File: config.mk
export PLATFORM = sky130hd
export DESIGN_NAME = button_conditioner
export DESIGN_NICKNAME = d
export VERILOG_FILES = /design/src/rtl/button_cond_pkg.sv /design/src/rtl/synchronizer.sv /design/src/rtl/button_conditioner.sv
export SDC_FILE = /design/constraint.sdc
export NUM_CORES = 1
export LEC_CHECK = 0
export CAP_MARGIN = 40
export CORE_ASPECT_RATIO = 0.5
export CORE_MARGIN = 2
export CORE_UTILIZATION = 30
export DETAILED_ROUTE_END_ITERATION = 7
export PLACE_DENSITY = 0.51
export RECOVER_POWER = 100
export REMOVE_ABC_BUFFERS = 1
export SYNTH_ARGS = -nofsm -noshare
export SYNTH_HDL_FRONTEND = slang
export SYNTH_SLANG_ARGS = --single-unit
File: constraint.sdc
create_clock -name clk -period 2.17 [get_ports clk]
set_input_delay 0.434 -clock clk [delete_from_list [all_inputs] [get_ports clk]]
set_output_delay 0.434 -clock clk [all_outputs]
set_load 0.1 [all_outputs]
File: src/rtl/button_cond_pkg.sv
// Shared types and defaults for the button conditioner: per-channel debounce
// state encoding, default timing parameters and a state-to-level helper.
package button_cond_pkg;

  typedef enum logic [1:0] {
    ST_LOW       = 2'd0,
    ST_CONF_HIGH = 2'd1,
    ST_HIGH      = 2'd2,
    ST_CONF_LOW  = 2'd3
  } btn_state_e;

  localparam int SAMPLE_CNT_MAX_DEF = 25000;
  localparam int PULSE_CNT_MAX_DEF  = 150;

  // A channel keeps reporting its old level until confirmation completes.
  function automatic logic state_level(input btn_state_e s);
    return (s == ST_HIGH) || (s == ST_CONF_LOW);
  endfunction

endpackage

File: src/rtl/synchronizer.sv
// Two-flop synchronizer for asynchronous inputs, WIDTH bits wide.
// Latency 2 clk; flops carry no reset.
module synchronizer #(
  parameter int WIDTH = 1
) (
  input  logic             clk,
  input  logic [WIDTH-1:0] async_in,
  output logic [WIDTH-1:0] sync_out
);

  logic [WIDTH-1:0] meta_q;
  logic [WIDTH-1:0] sync_q;

  always_ff @(posedge clk) begin
    meta_q <= async_in;
    sync_q <= meta_q;
  end

  assign sync_out = sync_q;

endmodule

File: src/rtl/button_conditioner.sv
// Debounces WIDTH button lines: sampled on a shared tick, level changes after
// PULSE_CNT_MAX agreeing samples; level and edge pulses are registered.
module button_conditioner
  import button_cond_pkg::*;
#(
  parameter int WIDTH          = 1,
  parameter int SAMPLE_CNT_MAX = SAMPLE_CNT_MAX_DEF,
  parameter int PULSE_CNT_MAX  = PULSE_CNT_MAX_DEF
) (
  input  logic             clk,
  input  logic             rst,
  input  logic [WIDTH-1:0] async_in,
  output logic [WIDTH-1:0] level_out,
  output logic [WIDTH-1:0] rise_pulse,
  output logic [WIDTH-1:0] fall_pulse
);

  localparam int CW = $clog2(SAMPLE_CNT_MAX);
  localparam int AW = $clog2(PULSE_CNT_MAX + 1);
  localparam logic [CW-1:0] CNT_LAST   = CW'(SAMPLE_CNT_MAX - 1);
  localparam logic [AW-1:0] AGREE_ONE  = AW'(1);
  localparam logic [AW-1:0] AGREE_DONE = AW'(PULSE_CNT_MAX);

  logic [WIDTH-1:0] sync_w;
  logic [CW-1:0]    cnt_q, cnt_d;
  logic             tick;

  synchronizer #(.WIDTH(WIDTH)) u_sync (
    .clk      (clk),
    .async_in (async_in),
    .sync_out (sync_w)
  );

  // Counter starts at 0 on release, so the first tick lands on edge SAMPLE_CNT_MAX.
  assign tick  = (cnt_q == CNT_LAST);
  assign cnt_d = tick ? '0 : cnt_q + CW'(1);

  always_ff @(posedge clk or posedge rst) begin
    if (rst) begin
      cnt_q <= '0;
    end else begin
      cnt_q <= cnt_d;
    end
  end

  for (genvar g = 0; g < WIDTH; g++) begin : g_chan
    btn_state_e    state_q, state_d;
    logic [AW-1:0] agree_q, agree_d;
    logic [AW-1:0] agree_inc;
    logic          level_q, level_d;
    logic          rise_q, fall_q;
    logic          s;

    assign s         = sync_w[g];
    assign agree_inc = agree_q + AW'(1);

    always_comb begin
      state_d = state_q;
      agree_d = agree_q;
      if (tick) begin
        unique case (state_q)
          ST_LOW: begin
            if (s) begin
              if (AGREE_DONE == AGREE_ONE) begin
                state_d = ST_HIGH;
                agree_d = '0;
              end else begin
                state_d = ST_CONF_HIGH;
                agree_d = AGREE_ONE;
              end
            end
          end
          ST_CONF_HIGH: begin
            if (!s) begin
              state_d = ST_LOW;
              agree_d = '0;
            end else if (agree_inc == AGREE_DONE) begin
              state_d = ST_HIGH;
              agree_d = '0;
            end else begin
              agree_d = agree_inc;
            end
          end
          ST_HIGH: begin
            if (!s) begin
              if (AGREE_DONE == AGREE_ONE) begin
                state_d = ST_LOW;
                agree_d = '0;
              end else begin
                state_d = ST_CONF_LOW;
                agree_d = AGREE_ONE;
              end
            end
          end
          ST_CONF_LOW: begin
            if (s) begin
              state_d = ST_HIGH;
              agree_d = '0;
            end else if (agree_inc == AGREE_DONE) begin
              state_d = ST_LOW;
              agree_d = '0;
            end else begin
              agree_d = agree_inc;
            end
          end
          default: begin
            state_d = ST_LOW;
            agree_d = '0;
          end
        endcase
      end
    end

    assign level_d = state_level(state_d);

    always_ff @(posedge clk or posedge rst) begin
      if (rst) begin
        state_q <= ST_LOW;
        agree_q <= '0;
        level_q <= 1'b0;
        rise_q  <= 1'b0;
        fall_q  <= 1'b0;
      end else begin
        state_q <= state_d;
        agree_q <= agree_d;
        level_q <= level_d;
        rise_q  <= level_d & ~level_q;
        fall_q  <= ~level_d & level_q;
      end
    end

    assign level_out[g]  = level_q;
    assign rise_pulse[g] = rise_q;
    assign fall_pulse[g] = fall_q;
  end

endmodule

==> results.md <==
- Rel. slew slack: 0.5341
- Internal power: 0.8202 mW
- Skew final: 0.003951 ns
- CP delay by family, top: simple AND/OR/NAND/NOR gates
- Postcts setup bufs: 0
- WL final: 2658 µm
- CP bufs+invs: 0
- Vias in the first global route: 958
- Pwr Density: 595.8 mW/mm²
- Clock Power Share: 0.441
- Initial Utilization: 0.3067
- Num rows: 18
- # IOs: 6
- Net Sw Frac: 0.2056
- First-pass GRT wire length: 4664 µm
- RSZ-0062 raised after global routing: no
- Drt pass-1 iters: 4
- DRC marker count from the first detailed-route iteration: 31
- Fin util: 0.3579
- Num CTS Buffers: 5
- Slowest CP cell: or4_4
- Status: completed
- ANT cells: 0
- Gate Count Post-Synth: 143
- Vias per cell: 4.476
- Cells along the critical path: or4_4 -> nor4_4 -> nand2_2 -> nor3_4 -> mux2_1
- Mapped Area: 0.001485 mm²
- DP Wirelength: 1865 µm
- CTS sink count: 30
- Worst Hold Class: register to register
- Pin count of the biggest net entering global routing: 29
- Via count: 1034
- # port buffers: 5
- Die area: 0.005563 mm²
- Warnings, synthesis: 0
- Total Power: 1.032 mW
- Worst VDD drop: 0.2050 mV
- Initial antenna violation count: 0
- Cell leakage power: 0.7968 nW
- Clock transition at path regs: 0.06 ns
- Post-synth EDFFs: 0
- Seq/Total Area, Yosys: 0.4987
- Worst-Margin Slew: 0.6989 ns
- Placed insts: 223
- Max-cap viol count: 0
- Flops & latches, synth: 30
- Net Sw Power: 0.2122 mW
- Clock root cell: clkbuf_8
- Most common cell after layout, fill and taps aside: dfrtp_1
- Final Hold Vio Count: 0
- Htree depth: 2
- Most used flip-flop cell after synthesis: dfrtp_1
- Critical path's largest stage delay: 0.55 ns
- Remaining antenna violation count: 0
- Share of layout cells above drive strength 1: 0.1304
- Layout area overhead: 16.68%
- Die W: 103.5 µm
- Synth unique cells: 38
- TritonCTS clock tree: done
- Final Non-Filler Cells: 231
- DRC Markers: 0
- CP endpoint kind: register
- Seq pwr share: 0.544
- Worst-skew pair later-pin latency: 0.27 ns
- Routability cong.: 0.7533
- Arr. time, crit path: 2.22 ns
- Most frequent cells in the layout: 28 x dfrtp_1, 19 x nand2_1, 13 x xor2_1, 13 x nor2_1, 10 x nand3_1
- GRT overflow: 0
- Logic pwr share: 0.015
- Synth Area per Inst: 10.39 µm²
- Core footprint: 0.004842 mm²
- Post-layout net count: 166
- GR Util All Layers: 0.1107
- Crit path max fanout: 4
- Routed len/inst: 11.51 µm
- Fin crit share: 0.9520
- Post-CTS Hold Buffers: 0
- Fmax: 484.1 MHz
- Count of pins over their slew limit: 0
- Req. time, crit path: 2.33 ns
- Final setup violation count: 0
- Worst setup SP type: register
- Critical path class: register to register
- Minimum clock period after layout: 2.066 ns
- Die height: 53.75 µm
- Async set-reset flop share out of synthesis: 0.9333
- Max Root-Sink Buffers: 2
## cells by family after synthesis
| logic type | share of synthesized area |
|---|---|
| and+or+nand+nor | 0.2502 |
| AOI/OAI and AO/OA | 0.07836 |
| muxes | 0.02864 |
| adders and majority gates | 0.02528 |
| buffers and inverters | 0.01853 |
| DFF | 0.4987 |
| xor gates and xnor gates | 0.1003 |
## worst paths after layout
kind	endpoint	startpoint	cells after the start	slack (ns)
worst max-delay path	g_chan[0].state_q[1]	cnt_q[4]	5	0.10
worst min-delay path	u_sync.sync_out	u_sync.meta_q	0	0.33
worst max register to register	g_chan[0].state_q[1]	cnt_q[4]	5	0.10
worst min register to register	u_sync.sync_out	u_sync.meta_q	0	0.33
max in group asynchronous	g_chan[0].agree_q[3]	rst	3	0.93
min in group asynchronous	cnt_q[14]	rst	3	0.80
## sequential cells by signal, summed over array words and instances, names as in the netlist
register / flops
u_sync.meta_q: 1
rise_pulse: 1
g_chan.agree_q: 8
cnt_q: 15
u_sync.sync_out: 1
level_out: 1
fall_pulse: 1
g_chan.state_q: 2
## worst register-to-register path, delay by kind of cell (launching register included)
family,cells,cell delay (ns)
AND/OR/NAND/NOR,4,1.20
flip-flops,1,0.40
multiplexers,1,0.34
## synthesized netlist by cell type (2+ instances only)
| cell | count | area (µm²) |
|---|---|---|
| o21ai_0 | 2 | 10.01 |
| o221ai_1 | 2 | 17.52 |
| xnor2_1 | 4 | 35.03 |
| dfxtp_1 | 2 | 40.04 |
| nor4_1 | 2 | 12.51 |
| xor2_1 | 13 | 113.9 |
| nand2b_1 | 6 | 37.54 |
| nand4bb_1 | 2 | 22.52 |
| inv_1 | 4 | 15.01 |
| o21ai_1 | 3 | 15.01 |
| a22o_1 | 3 | 26.28 |
| nand3_1 | 10 | 50.05 |
| mux2i_1 | 2 | 20.02 |
| ha_1 | 3 | 37.54 |
| nor3_1 | 2 | 10.01 |
| dfrtp_1 | 28 | 700.7 |
| mux2_1 | 2 | 22.52 |
| nand2_1 | 19 | 71.32 |
| and3_1 | 3 | 18.77 |
| nor2_1 | 13 | 48.80 |
## routing by layer
layer / wire length, µm / up-vias / global-route usage / part of all wire
met4: 26 / 0 / 0.05405 / 0.0098
met3: 94 / 2 / 0.03632 / 0.035
met5: 0 / - / 0 / 0
met2: 1225 / 15 / 0.1799 / 0.46
met1: 1312 / 486 / 0.1375 / 0.49
li1: - / 531 / - / -
## layout make-up
| cell class | instances | area, µm² |
|---|---|---|
| Fill cell | 495 | 3109 |
| Sequential cell | 30 | 740.7 |
| Multi-Input combinational cell | 107 | 716.9 |
| Tap cell | 70 | 87.58 |
| Clock buffer | 7 | 86.33 |
| Timing Repair Buffer | 12 | 81.33 |
| Inverter | 4 | 15.01 |
| Clock inverter | 1 | 5.005 |
## what timing repair did
item / in CTS / in global routing
endpoints found under the hold margin: 0 / 0
resized for setup: 0 / 1
setup endpoints to repair: 0 / 1
## metrics by stage
| stage | setup TNS [ns] | setup WS [ns] | cell area (µm²) | hold WS [ns] |
|---|---|---|---|---|
| 2_1_floorplan | -0.1551 | -0.07755 | 1473 | 0.3096 |
| 3_3_place_gp | 0 | 0.1364 | 1655 | 0.3120 |
| 3_5_place_dp | 0 | 0.08834 | 1655 | 0.3135 |
| 4_1_cts | 0 | 0.07808 | 1747 | 0.3289 |
| 5_1_grt | 0 | 0.01181 | 1733 | 0.3311 |
| 6_report | 0 | 0.1042 | 1733 | 0.3282 |
## power by group through the flow
stage / clock (mW) / combinational, mW / sequential [mW]
finish: 0.455 / 0.0152 / 0.562
floorplan: 0 / 0.00933 / 0.572
global placement: 0 / 0.0175 / 0.573
global route: 0.509 / 0.0183 / 0.562
detailed placement: 0 / 0.0176 / 0.573
CTS: 0.477 / 0.0178 / 0.562
Note: power is estimated with default switching activity, not from simulation.
